[config.mk]
export PLATFORM = sky130hd
export DESIGN_NAME = operand_fetch
export DESIGN_NICKNAME = d
export VERILOG_FILES = /design/src/rtl/risc16_pkg.sv /design/src/rtl/fwd_mux.sv /design/src/rtl/operand_fetch.sv
export SDC_FILE = /design/constraint.sdc
export NUM_CORES = 1
export LEC_CHECK = 0
export BUFFER_PORTS_ARGS = -buffer_cell sky130_fd_sc_hd__buf_2
export CORE_MARGIN = 1.5
export CORE_UTILIZATION = 43
export CTS_CLUSTER_SIZE = 30
export DETAILED_ROUTE_END_ITERATION = 10
export PLACE_DENSITY_LB_ADDON = 0.25
export RECOVER_POWER = 100
export SLEW_MARGIN = 15
export SYNTH_ARGS = -nofsm -noshare
export SYNTH_HDL_FRONTEND = slang
export SYNTH_SLANG_ARGS = --single-unit
export TNS_END_PERCENT = 1
[constraint.sdc]
create_clock -name clk -period 2.15 [get_ports clk]
set_clock_uncertainty 0.15 [all_clocks]
set_input_delay 0.3225 -clock clk [delete_from_list [all_inputs] [get_ports clk]]
set_output_delay 0.3225 -clock clk [all_outputs]
set_load 0.01 [all_outputs]
[src/rtl/risc16_pkg.sv]
// Shared definitions for the 16-bit core:
// opcodes, instruction field positions and the ID/EX bundle.
package risc16_pkg;

   localparam int DATA_W = 16;
   localparam int REG_AW = 4;

   localparam logic [3:0] OP_ADDI  = 4'h8;
   localparam logic [3:0] OP_LOAD  = 4'h9;
   localparam logic [3:0] OP_STORE = 4'hA;
   localparam logic [3:0] OP_BEQ   = 4'hB;
   localparam logic [3:0] OP_NOP   = 4'hF;

   localparam int OP_HI  = 15;
   localparam int OP_LO  = 12;
   localparam int RD_HI  = 11;
   localparam int RD_LO  = 8;
   localparam int RS1_HI = 7;
   localparam int RS1_LO = 4;
   localparam int RS2_HI = 3;
   localparam int RS2_LO = 0;

   typedef struct packed {
      logic [3:0]        op;
      logic [REG_AW-1:0] rd;
      logic [DATA_W-1:0] op_a;
      logic [DATA_W-1:0] op_b;
      logic [DATA_W-1:0] imm;
      logic [DATA_W-1:0] pc;
      logic              wr_rd;
   } id_ex_t;

   function automatic logic [DATA_W-1:0] sext_imm4(
      input logic [3:0] v
   );
      return {{(DATA_W-4){v[3]}}, v};
   endfunction

endpackage

[src/rtl/fwd_mux.sv]
// Operand resolver for one source register:
// picks the youngest in-flight result, flags load-use.
module fwd_mux #(
   parameter int DATA_W = risc16_pkg::DATA_W,
   parameter int REG_AW = risc16_pkg::REG_AW
) (
   input  logic [REG_AW-1:0] src_addr,
   input  logic              src_used,
   input  logic              exf_en,
   input  logic [REG_AW-1:0] exf_addr,
   input  logic [DATA_W-1:0] exf_data,
   input  logic              exf_is_load,
   input  logic              memf_en,
   input  logic [REG_AW-1:0] memf_addr,
   input  logic [DATA_W-1:0] memf_data,
   input  logic              wbf_en,
   input  logic [REG_AW-1:0] wbf_addr,
   input  logic [DATA_W-1:0] wbf_data,
   input  logic [DATA_W-1:0] rf_data,
   output logic [DATA_W-1:0] operand,
   output logic              load_hit
);

   logic ex_hit;
   logic mem_hit;
   logic wb_hit;

   assign ex_hit  = src_used & exf_en  & (exf_addr  == src_addr);
   assign mem_hit = src_used & memf_en & (memf_addr == src_addr);
   assign wb_hit  = src_used & wbf_en  & (wbf_addr  == src_addr);

   // A load in EX has no data yet; the stage must wait one cycle.
   assign load_hit = ex_hit & exf_is_load;

   // Youngest producer wins: EX, then MEM, then the write port.
   always_comb begin
      operand = rf_data;
      if (ex_hit) begin
         operand = exf_data;
      end else if (mem_hit) begin
         operand = memf_data;
      end else if (wb_hit) begin
         operand = wbf_data;
      end
   end

endmodule

[src/rtl/operand_fetch.sv]
// Decode / operand-fetch stage: decode, forwarding,
// load-use stall and the ID/EX register.
module operand_fetch #(
   parameter int DATA_W = risc16_pkg::DATA_W,
   parameter int REG_AW = risc16_pkg::REG_AW
) (
   input  logic              clk,
   input  logic              rst_n,
   input  logic              if_valid,
   input  logic [15:0]       if_instr,
   input  logic [DATA_W-1:0] if_pc,
   output logic              id_ready,
   output logic [REG_AW-1:0] rf_rd_addr1,
   output logic [REG_AW-1:0] rf_rd_addr2,
   input  logic [DATA_W-1:0] rf_rd_data1,
   input  logic [DATA_W-1:0] rf_rd_data2,
   input  logic              exf_en,
   input  logic [REG_AW-1:0] exf_addr,
   input  logic [DATA_W-1:0] exf_data,
   input  logic              exf_is_load,
   input  logic              memf_en,
   input  logic [REG_AW-1:0] memf_addr,
   input  logic [DATA_W-1:0] memf_data,
   input  logic              wbf_en,
   input  logic [REG_AW-1:0] wbf_addr,
   input  logic [DATA_W-1:0] wbf_data,
   input  logic              flush,
   output logic              ex_valid,
   input  logic              ex_ready,
   output logic [3:0]        ex_op,
   output logic [REG_AW-1:0] ex_rd,
   output logic [DATA_W-1:0] ex_op_a,
   output logic [DATA_W-1:0] ex_op_b,
   output logic [DATA_W-1:0] ex_imm,
   output logic [DATA_W-1:0] ex_pc,
   output logic              ex_wr_rd
);

   import risc16_pkg::*;

   logic [3:0]        op;
   logic [REG_AW-1:0] rd;
   logic [REG_AW-1:0] rs1;
   logic [REG_AW-1:0] rs2;

   logic use_a;
   logic use_b;
   logic wr_rd;
   logic sel_rd_b;

   logic [DATA_W-1:0] opnd_a;
   logic [DATA_W-1:0] opnd_b;
   logic              hit_a;
   logic              hit_b;
   logic              stall;
   logic              load_en;

   logic   ex_valid_d;
   logic   ex_valid_q;
   id_ex_t id_ex_d;
   id_ex_t id_ex_q;

   assign op  = if_instr[OP_HI:OP_LO];
   assign rd  = if_instr[RD_HI:RD_LO];
   assign rs1 = if_instr[RS1_HI:RS1_LO];
   assign rs2 = if_instr[RS2_HI:RS2_LO];

   // Which sources each opcode reads, and whether it writes rd.
   always_comb begin
      use_a    = 1'b0;
      use_b    = 1'b0;
      wr_rd    = 1'b0;
      sel_rd_b = 1'b0;
      unique case (1'b1)
         (op < OP_ADDI): begin
            use_a = 1'b1;
            use_b = 1'b1;
            wr_rd = 1'b1;
         end
         (op == OP_ADDI),
         (op == OP_LOAD): begin
            use_a = 1'b1;
            wr_rd = 1'b1;
         end
         (op == OP_STORE),
         (op == OP_BEQ): begin
            use_a    = 1'b1;
            use_b    = 1'b1;
            sel_rd_b = 1'b1;
         end
         (op == OP_NOP): begin
         end
         default: begin
         end
      endcase
   end

   // STORE data and BEQ compare operand sit in the rd field.
   assign rf_rd_addr1 = rs1;
   assign rf_rd_addr2 = sel_rd_b ? rd : rs2;

   fwd_mux #(
      .DATA_W (DATA_W),
      .REG_AW (REG_AW)
   ) u_fwd_a (
      .src_addr    (rf_rd_addr1),
      .src_used    (use_a),
      .exf_en      (exf_en),
      .exf_addr    (exf_addr),
      .exf_data    (exf_data),
      .exf_is_load (exf_is_load),
      .memf_en     (memf_en),
      .memf_addr   (memf_addr),
      .memf_data   (memf_data),
      .wbf_en      (wbf_en),
      .wbf_addr    (wbf_addr),
      .wbf_data    (wbf_data),
      .rf_data     (rf_rd_data1),
      .operand     (opnd_a),
      .load_hit    (hit_a)
   );

   fwd_mux #(
      .DATA_W (DATA_W),
      .REG_AW (REG_AW)
   ) u_fwd_b (
      .src_addr    (rf_rd_addr2),
      .src_used    (use_b),
      .exf_en      (exf_en),
      .exf_addr    (exf_addr),
      .exf_data    (exf_data),
      .exf_is_load (exf_is_load),
      .memf_en     (memf_en),
      .memf_addr   (memf_addr),
      .memf_data   (memf_data),
      .wbf_en      (wbf_en),
      .wbf_addr    (wbf_addr),
      .wbf_data    (wbf_data),
      .rf_data     (rf_rd_data2),
      .operand     (opnd_b),
      .load_hit    (hit_b)
   );

   assign stall   = hit_a | hit_b;
   assign load_en = flush | ~ex_valid_q | ex_ready;
   assign id_ready = flush | (~stall & (~ex_valid_q | ex_ready));

   // Next ID/EX state: flush kills, stall bubbles, else capture.
   always_comb begin
      ex_valid_d = ex_valid_q;
      id_ex_d    = id_ex_q;
      if (load_en) begin
         ex_valid_d = if_valid & ~stall & ~flush;
         if (ex_valid_d) begin
            id_ex_d.op    = op;
            id_ex_d.rd    = rd;
            id_ex_d.op_a  = opnd_a;
            id_ex_d.op_b  = opnd_b;
            id_ex_d.imm   = sext_imm4(if_instr[RS2_HI:RS2_LO]);
            id_ex_d.pc    = if_pc;
            id_ex_d.wr_rd = wr_rd;
         end
      end
   end

   // ID/EX pipeline register with asynchronous clear.
   always_ff @(posedge clk or negedge rst_n) begin
      if (!rst_n) begin
         ex_valid_q <= 1'b0;
         id_ex_q    <= '0;
      end else begin
         ex_valid_q <= ex_valid_d;
         id_ex_q    <= id_ex_d;
      end
   end

   assign ex_valid = ex_valid_q;
   assign ex_op    = id_ex_q.op;
   assign ex_rd    = id_ex_q.rd;
   assign ex_op_a  = id_ex_q.op_a;
   assign ex_op_b  = id_ex_q.op_b;
   assign ex_imm   = id_ex_q.imm;
   assign ex_pc    = id_ex_q.pc;
   assign ex_wr_rd = id_ex_q.wr_rd;

endmodule

==> results of run 1 <==
-- critical path: cells and delay by family --
kind	cells	cell delay (ns)
and+or+nand+nor	3	0.96
muxes	2	0.58
buffers and inverters	3	0.40
AOI/OAI and AO/OA	1	0.17
-- where the power goes --
part	switching [mW]	internal, mW	total [mW]
Sequential	0.181	1.42	1.60
Clock	0.456	0.682	1.14
Combinational	0.836	0.736	1.57
-- cells in the mapped netlist (3+ instances only) --
library cell and instances:
sky130_fd_sc_hd__a31oi_1 32, sky130_fd_sc_hd__nand2b_1 6, sky130_fd_sc_hd__a211o_1 17, sky130_fd_sc_hd__buf_6 5
sky130_fd_sc_hd__nand3_1 6, sky130_fd_sc_hd__nor4_1 18, sky130_fd_sc_hd__nor3_1 3, sky130_fd_sc_hd__inv_1 25
sky130_fd_sc_hd__buf_4 17, sky130_fd_sc_hd__mux2_2 12, sky130_fd_sc_hd__dfrtp_1 62, sky130_fd_sc_hd__nor2_1 20
sky130_fd_sc_hd__nor2b_1 4, sky130_fd_sc_hd__nand3b_1 17, sky130_fd_sc_hd__nand2_1 55, sky130_fd_sc_hd__mux2i_1 19
sky130_fd_sc_hd__clkbuf_1 31, sky130_fd_sc_hd__o21ai_0 6, sky130_fd_sc_hd__xnor2_1 8, sky130_fd_sc_hd__xor2_1 12
sky130_fd_sc_hd__a211oi_1 32, sky130_fd_sc_hd__o311ai_0 16, sky130_fd_sc_hd__a41oi_1 16, sky130_fd_sc_hd__buf_2 5
sky130_fd_sc_hd__mux2_4 15
-- registers in the layout (all words and copies together), names as in the netlist --
| name | cells |
|---|---|
| ex_pc | 16 |
| ex_op | 4 |
| ex_rd | 4 |
| ex_valid | 1 |
| ex_wr_rd | 1 |
| ex_op_b | 16 |
| ex_op_a | 16 |
| ex_imm | 4 |
-- area by class of cell --
| cell class | count | area share |
|---|---|---|
| multi-input combinational | 346 | 0.423 |
| timing repair buffer | 297 | 0.266 |
| sequential | 62 | 0.238 |
| tap | 136 | 0.0261 |
| clock buffer | 12 | 0.0222 |
| inverter | 25 | 0.0144 |
| clock inverter | 4 | 0.0107 |
| antenna | 1 | 0.000383 |
-- through the flow --
step	std cells	setup TNS (ns)	util
2_1_floorplan	491	-18.89	-
4_1_cts	882	-8.94	0.634
3_3_place_gp	859	-33.18	0.601
5_1_grt	883	-12.06	0.635
6_report	883	-10.23	0.635
3_5_place_dp	859	-35.23	0.601
-- per-layer routing --
metal / wire [microns] / global-route usage / up-vias
li1: - / - / 2340
met1: 6880 / 0.382 / 2366
met2: 7410 / 0.448 / 249
met3: 1250 / 0.0501 / 29
met4: 379 / 0.113 / 0
met5: 0 / 0 / -
-- cell families after synthesis --
kind of cell              share of synthesized area
and+or+nand+nor                               0.163
AOI/OAI and AO/OA                             0.234
buffers and inverters                        0.0937
DFF                                           0.344
muxes                                         0.127
xor gates and xnor gates                     0.0388
-- worst paths after layout --
check                              end  cells after the start  slack (ns)
max reg2reg                 ex_op_a[2]                      6        0.15
max in group asynchronous  ex_op_a[12]                      3        0.69
max                          ex_imm[2]                      9       -0.21
min                           ex_valid                      2        0.05
min reg2reg                   ex_op[2]                      1        0.36
min in group asynchronous    ex_pc[12]                      3        0.60
-- repair_timing --
item | CTS | global route
hold endpoints to repair | 62 | 0
setup endpoints to repair | 62 | 62
pin swaps | 7 | 1
gates resized for setup | 24 | 25
gates cloned | 1 | 0
hold buffers | 1 | 0
buffers inserted | 6 | 0
==> impl_metrics.sql, run 1 <==
INSERT INTO impl_metrics (metric_group, metric, value, unit) VALUES
('timing', 'hold_ws', '0.0478', 'ns'),
('finish', 'layout.cells.most_common', 'sky130_fd_sc_hd__buf_2', ''),
('outcome', 'outcome', 'finished, violations left', ''),
('min_path', 'hold_path_class', 'in2reg', ''),
('synth', 'synthTopCellsByArea', 'sky130_fd_sc_hd__dfrtp_1 34%, sky130_fd_sc_hd__a211oi_1 5.3%, sky130_fd_sc_hd__mux2_4 5.0%', ''),
('synth', 'predominant_post_synthesis_flop_cell', 'sky130_fd_sc_hd__dfrtp_1', ''),
('routing', 'num_vias', '4984', ''),
('clock_network', 'clock_tree_from_tritoncts', 'built', ''),
('routing', 'antenna_left', '0', ''),
('finish', 'area.growth.synth_to_final', '44.6', '%'),
('timing', 'finalWorstSetupSlack', '-0.213', 'ns'),
('timing', 'maxSlewHeadroom', '0.422', ''),
('synth', 'synthesis.instances', '491', ''),
('critical_path', 'critPathSlowestCell', 'sky130_fd_sc_hd__or4_4', ''),
('synth', 'synth_enable_flop_cells', '0', ''),
('pwr', 'power.leakage', '2.90', 'nW'),
('timing', 'hold_violations', '0', ''),
('die', 'vertical_die_dimension', '105', 'microns'),
('place', 'gpl.final_weighted_congestion', '0.948', ''),
('timing', 'finalWorstPathRequiredPeriod', '2.36', 'ns'),
('timing', 'report.final.slew_viol_count', '0', ''),
('clock_network', 'cts_root_buf', 'sky130_fd_sc_hd__clkbuf_8', ''),
('finish', 'fillerInstances', '903', ''),
('die', 'io_pins', '216', ''),
('timing', 'tightest_slew', '0.866', 'ns'),
('die', 'die_x', '105', 'microns'),
('outcome', 'failed_checks', 'negative setup slack', ''),
('synth', 'synth_cell_types', '51', ''),
('pwr', 'power-per-cell-area', '660', 'mW/mm^2'),
('global_routing', 'antenna_found_initial', '1', ''),
('synth', 'synth_register_bits', '62', ''),
('place', 'pre_cts_slack', '-0.697', 'ns'),
('clock_network', 'clock_insertion_delay_worst_skew', '0.34', 'ns'),
('clock_network', 'cts_buffer_depth', '2', ''),
('clock_network', 'cts-buffers-inserted', '9', ''),
('timing', 'max_freq', '0.423', 'GHz'),
('synth', 'sequential_to_total_area_share_from_yosys_stat', '0.344', ''),
('finish', 'fin_nets', '874', ''),
('routing', 'via_density', '5.64', ''),
('routing', 'drt_iter0_markers', '364', ''),
('routing', 'wl', '15900', 'microns'),
('clock_network', 'clock_sink_count', '62', ''),
('routing', 'dr.pass1.iters', '5', ''),
('place', 'dpl-instance-area', '0.00617', 'sq mm'),
('pwr', 'power.total', '4.31', 'mW'),
('critical_path', 'path_max_fanout', '12', ''),
('finish', 'seq_area', '0.00155', 'sq mm'),
('critical_path', 'timing.critical_path.to_type', 'flop', ''),
('synth', 'cell_area_synth', '0.00452', 'sq mm'),
('place', 'detailed_placer_s_ending_hpwl', '11900', 'microns'),
('global_routing', 'grt_remaining_overflow', '0', ''),
('critical_path', 'critPathArrivalTime', '2.44', 'ns'),
('timing', 'setup_viol_count_final', '62', ''),
('place', 'port_buffers', '215', ''),
('clock_network', 'cts.reportedPaths.clkPinSlew', '0.07', 'ns'),
('min_path', 'hold_path.startpoint', 'flush', ''),
('synth', 'asyncSetResetFlopFracSynth', '1.00', ''),
('die', 'floorplan.core_area', '0.0103', 'sq mm'),
('critical_path', 'start_point_of_the_critical_path', 'if_instr[14]', ''),
('critical_path', 'critical_path.max_stage_delay', '0.58', 'ns'),
('global_routing', 'maximum_number_of_pins_on_one_net_before_global_route_repair', '63', ''),
('pwr', 'max-vdd-ir-drop', '342', 'uV'),
('synth', 'yosys.area.top_type', 'sky130_fd_sc_hd__dfrtp_1', ''),
('critical_path', 'worst_r2r_startpoint', 'ex_valid', ''),
('routing', 'post-route-drc-count', '0', ''),
('run', 'number_of_violations_of_the_max_capacitance_limit', '0', ''),
('global_routing', 'grt_first_pass_wirelength', '24700', 'microns'),
('die', 'initial_core_util', '0.439', ''),
('synth', 'mappedNetlistNets', '624', ''),
('critical_path', 'worst_path_cell_chain', 'buf_8 > and3b_2 > mux2i_1 > nor2_1 > buf_4 > or4_4 > a21oi_4 > buf_12 > mux2_1', ''),
('finish', 'post-route-cell-area', '0.00653', 'sq mm');
Power figures use the tool's default switching activity.
==> inputs of run 2 (changes only) <==
--- a/config.mk
+++ b/config.mk
@@ -6,8 +6,10 @@
 export NUM_CORES = 1
 export LEC_CHECK = 0
 export BUFFER_PORTS_ARGS = -buffer_cell sky130_fd_sc_hd__buf_2
+export CELL_PAD_IN_SITES_DETAIL_PLACEMENT = 1
+export CELL_PAD_IN_SITES_GLOBAL_PLACEMENT = 1
 export CORE_MARGIN = 1.5
-export CORE_UTILIZATION = 43
+export CORE_UTILIZATION = 31
 export CTS_CLUSTER_SIZE = 30
 export DETAILED_ROUTE_END_ITERATION = 10
 export PLACE_DENSITY_LB_ADDON = 0.25
@@ -15,5 +17,6 @@
 export SLEW_MARGIN = 15
 export SYNTH_ARGS = -nofsm -noshare
 export SYNTH_HDL_FRONTEND = slang
+export SYNTH_HIERARCHICAL = 1
 export SYNTH_SLANG_ARGS = --single-unit
 export TNS_END_PERCENT = 1
==> constraint.sdc (replaced) <==
create_clock -name clk -period 2.15 [get_ports clk]
set_clock_uncertainty 0.15 [all_clocks]
set_input_delay 0.5375 -clock clk [delete_from_list [all_inputs] [get_ports clk]]
set_output_delay 0.5375 -clock clk [all_outputs]
set_load 0.01 [all_outputs]
==> run 2 against run 1 <==
Compared with the run above:
- the flow finishes with violations (max-capacitance violations, max-slew violations, negative setup slack)
- critical path depth is 1 higher
- setup slack worse by 0.66 ns
- sequential power hardly changed
- clock power is 27% higher
- sequential cell count did not move
- hold slack improved by 0.25 ns
- die area grew 30%
- critical endpoint is now id_ready
==> impl_metrics.sql, run 2 <==
INSERT INTO impl_metrics (metric_group, metric, value, unit) VALUES
('synth', 'synth.yosys.warnings', '6', ''),
('critical_path', 'classification_of_the_worst_setup_path', 'in2out', ''),
('finish', 'share_of_final_layout_standard_cells_stronger_than_drive_strength_1', '0.468', ''),
('die', 'die_x', '120', 'microns'),
('synth', 'yosys.area.top_type', 'sky130_fd_sc_hd__dfrtp_1', ''),
('die', 'initial_core_util', '0.320', ''),
('global_routing', 'grt_remaining_overflow', '0', ''),
('pwr', 'max-vdd-ir-drop', '497', 'uV'),
('critical_path', 'timing.critical_path.to_type', 'output pin', ''),
('finish', 'fin_nets', '750', ''),
('clock_network', 'cts-buffers-inserted', '9', ''),
('timing', 'max_freq', '0.331', 'GHz'),
('timing', 'hold_violations', '0', ''),
('clock_network', 'clock_tree_from_tritoncts', 'built', ''),
('finish', 'mostFrequentLayoutCells', '132 x sky130_fd_sc_hd__buf_2, 79 x sky130_fd_sc_hd__clkbuf_1, 62 x sky130_fd_sc_hd__mux2_4, 62 x sky130_fd_sc_hd__dfrtp_1, 35 x sky130_fd_sc_hd__nand2_1', ''),
('timing', 'maxSlewHeadroom', '-0.0571', ''),
('routing', 'drt_iter0_markers', '205', ''),
('synth', 'synthTopCellsByArea', 'sky130_fd_sc_hd__dfrtp_1 37%, sky130_fd_sc_hd__mux2_4 21%, sky130_fd_sc_hd__o31ai_1 5.7%', ''),
('global_routing', 'globalRouteTotalUtil', '0.203', ''),
('place', 'gpl.final_weighted_congestion', '0.883', ''),
('synth', 'synthesis.instances', '389', ''),
('clock_network', 'clock_sink_count', '62', ''),
('critical_path', 'critPathArrivalTime', '2.34', 'ns'),
('timing', 'final.setup.tns', '-42.57', 'ns'),
('timing', 'post-route-period-util', '1.41', ''),
('finish', 'area.growth.synth_to_final', '41.2', '%'),
('min_path', 'whs_endpoint', 'ex_pc[3]', ''),
('timing', 'tightest_slew', '1.59', 'ns'),
('die', 'vertical_die_dimension', '120', 'microns'),
('clock_network', 'clock_insertion_delay_worst_skew', '0.32', 'ns'),
('clock_network', 'cts_buffer_depth', '2', ''),
('timing', 'report.final.slew_viol_count', '63', ''),
('timing', 'grt_setup_unrepaired', 'true', ''),
('synth', 'sequential_to_total_area_share_from_yosys_stat', '0.365', ''),
('min_path', 'hold_path_class', 'in2reg', ''),
('routing', 'num_vias', '3903', ''),
('routing', 'antenna_left', '0', ''),
('die', 'floorplan.core_area', '0.0133', 'sq mm'),
('routing', 'dr.pass1.iters', '4', ''),
('synth', 'cell_area_synth', '0.00425', 'sq mm'),
('finish', 'post-route-cell-area', '0.00600', 'sq mm'),
('pwr', 'power-per-cell-area', '747', 'mW/mm^2'),
('die', 'num_rows', '42', ''),
('timing', 'setup_viol_count_final', '66', ''),
('clock_network', 'cts_root_buf', 'sky130_fd_sc_hd__clkbuf_16', ''),
('routing', 'via_density', '4.88', ''),
('clock_network', 'cts-htree-levels', '3', ''),
('routing', 'post-route-drc-count', '0', ''),
('pwr', 'power.leakage', '2.87', 'nW'),
('global_routing', 'antenna_found_initial', '2', ''),
('finish', 'layout.cells.most_common', 'sky130_fd_sc_hd__buf_2', ''),
('global_routing', 'maximum_number_of_pins_on_one_net_before_global_route_repair', '63', ''),
('place', 'port_buffers', '215', ''),
('synth', 'post-synth-top-count-cell', 'sky130_fd_sc_hd__dfrtp_1', ''),
('critical_path', 'worst_r2r_startpoint', 'ex_valid', ''),
('timing', 'hold_ws', '0.300', 'ns'),
('critical_path', 'r2r_slack', '0.54', 'ns'),
('run', 'number_of_violations_of_the_max_capacitance_limit', '1', ''),
('die', 'io_pins', '216', ''),
('min_path', 'hold-path-cell-count', '2', ''),
('outcome', 'outcome', 'finished, violations left', ''),
('critical_path', 'ff2ff_path_depth', '4', ''),
('synth', 'predominant_post_synthesis_flop_cell', 'sky130_fd_sc_hd__dfrtp_1', ''),
('routing', 'route.detailed.wl_per_inst', '18.7', 'microns'),
('timing', 'finalWorstSetupSlack', '-0.873', 'ns'),
('place', 'pre_cts_slack', '-1.04', 'ns'),
('place', 'detailed_placer_s_ending_hpwl', '11800', 'microns'),
('finish', 'multiInputGateArea', '0.00252', 'sq mm'),
('place', 'instance_count_after_placement_with_tap_cells_included', '778', ''),
('timing', 'finalWorstPathRequiredPeriod', '3.02', 'ns'),
('critical_path', 'reg2reg_to', 'ex_op_b[2]', ''),
('synth', 'asyncSetResetFlopFracSynth', '1.00', ''),
('critical_path', 'required', '1.46', 'ns'),
('synth', 'netlist.area_leader.share', '0.365', ''),
('clock_network', 'cts.reportedPaths.clkPinSlew', '0.05', 'ns'),
('critical_path', 'timing.critical_path.from_type', 'input port', ''),
('min_path', 'hold_path.startpoint', 'if_pc[3]', ''),
('routing', 'wl', '15000', 'microns'),
('synth', 'synth_cell_count_leaders', '62 x sky130_fd_sc_hd__dfrtp_1, 59 x sky130_fd_sc_hd__mux2_4, 35 x sky130_fd_sc_hd__nand2_1, 32 x sky130_fd_sc_hd__o31ai_1', ''),
('finish', 'non_filler_instances', '800', ''),
('place', 'dpl-instance-area', '0.00562', 'sq mm'),
('global_routing', 'vias_in_the_first_global_route', '4006', ''),
('synth', 'synth_register_bits', '62', ''),
('synth', 'syn-mean-instance-area', '10.9', 'sq um'),
('synth', 'mappedNetlistNets', '522', ''),
('global_routing', 'grt_first_pass_wirelength', '22500', 'microns'),
('finish', 'seq_area', '0.00155', 'sq mm'),
('finish', 'fillerInstances', '1599', ''),
('clock_network', 'holdBufCountCts', '0', ''),
('die', 'full_die_area', '0.0144', 'sq mm'),
('synth', 'synth_cell_types', '34', ''),
('synth', 'synth_enable_flop_cells', '0', ''),
('outcome', 'failed_checks', 'max-capacitance violations, max-slew violations, negative setup slack', ''),
('critical_path', 'path_max_fanout', '3', '');
-- run 2: cell types whose count changed in the layout (fill, tap and decap cells not counted), moves of 20 or more --
cell                      previous run  this run
sky130_fd_sc_hd__mux2_4             25        62
sky130_fd_sc_hd__a31oi_1            30         0
sky130_fd_sc_hd__buf_4              71        34
sky130_fd_sc_hd__and2_1              1        27
sky130_fd_sc_hd__nand2_1            55        35
sky130_fd_sc_hd__o31ai_1             0        28
-- run 2: cell type report --
class	instances	share of cell area
diodes	2	0.000834
clock buffers	12	0.0427
clock inverters	4	0.00751
inverters	7	0.00438
multi-input cells	280	0.420
flip-flops and latches	62	0.259
well taps	176	0.0367
repair buffers	257	0.230
-- run 2: power breakdown --
part | total [mW] | leakage, nW | switching, mW | internal, mW
clock | 1.45 | 0.152 | 0.494 | 0.954
sequential | 1.59 | 0.729 | 0.175 | 1.42
combinational | 1.44 | 1.99 | 0.707 | 0.736
total | 4.48 | 2.87 | 1.38 | 3.11
-- run 2: worst max-delay path by stage --
stage	end	start	cells past startpoint	slack (ns)
detailed placement	ex_op_b[3]	if_instr[14]	12	-1.04
global route	id_ready	if_instr[14]	10	-0.94
global placement	ex_op_b[6]	if_instr[14]	12	-0.97
floorplan	ex_imm[3]	if_instr[14]	10	-0.95
finish	id_ready	if_instr[14]	10	-0.87
CTS	id_ready	if_instr[14]	10	-0.85
-- run 2: critical path, cell delays in order --
cell and delay [ns]:
sky130_fd_sc_hd__buf_6 0.09, sky130_fd_sc_hd__nand3b_1 0.23, sky130_fd_sc_hd__buf_6 0.18, sky130_fd_sc_hd__mux2_4 0.32, sky130_fd_sc_hd__xor2_2 0.16, sky130_fd_sc_hd__nor4_4 0.28
sky130_fd_sc_hd__and2_4 0.20, sky130_fd_sc_hd__nor2_4 0.03, sky130_fd_sc_hd__a21o_1 0.17, sky130_fd_sc_hd__buf_6 0.12
-- run 2: stage by stage --
step	utilization	total power [mW]
finish	0.451	4.48
floorplan	-	2.43
global route	0.451	4.71
detailed placement	0.422	3.09
global placement	0.422	3.05
CTS	0.448	4.58
-- run 2: what timing repair did --
action / 4_1_cts / 5_1_grt
pin swaps: 1 / 11
resized for setup: 7 / 24
endpoints found under the hold margin: 0 / 0
buffers inserted: 0 / 4
setup endpoints to repair: 65 / 66
-- run 2: cells by family after synthesis --
logic type,count (synthesis),share of synthesized area
compound gates,74,0.137
xor+xnor,16,0.0330
buf+inv,47,0.0727
flops,62,0.365
mux,65,0.224
simple gates,125,0.168
-- run 2: per-layer routing --
layer / up-vias / global-route usage / share of wire
li1: 1859 / - / -
met1: 1898 / 0.290 / 0.47
met2: 136 / 0.311 / 0.47
met3: 10 / 0.0371 / 0.053
met4: 0 / 0.0580 / 0.013
met5: - / 0 / 0
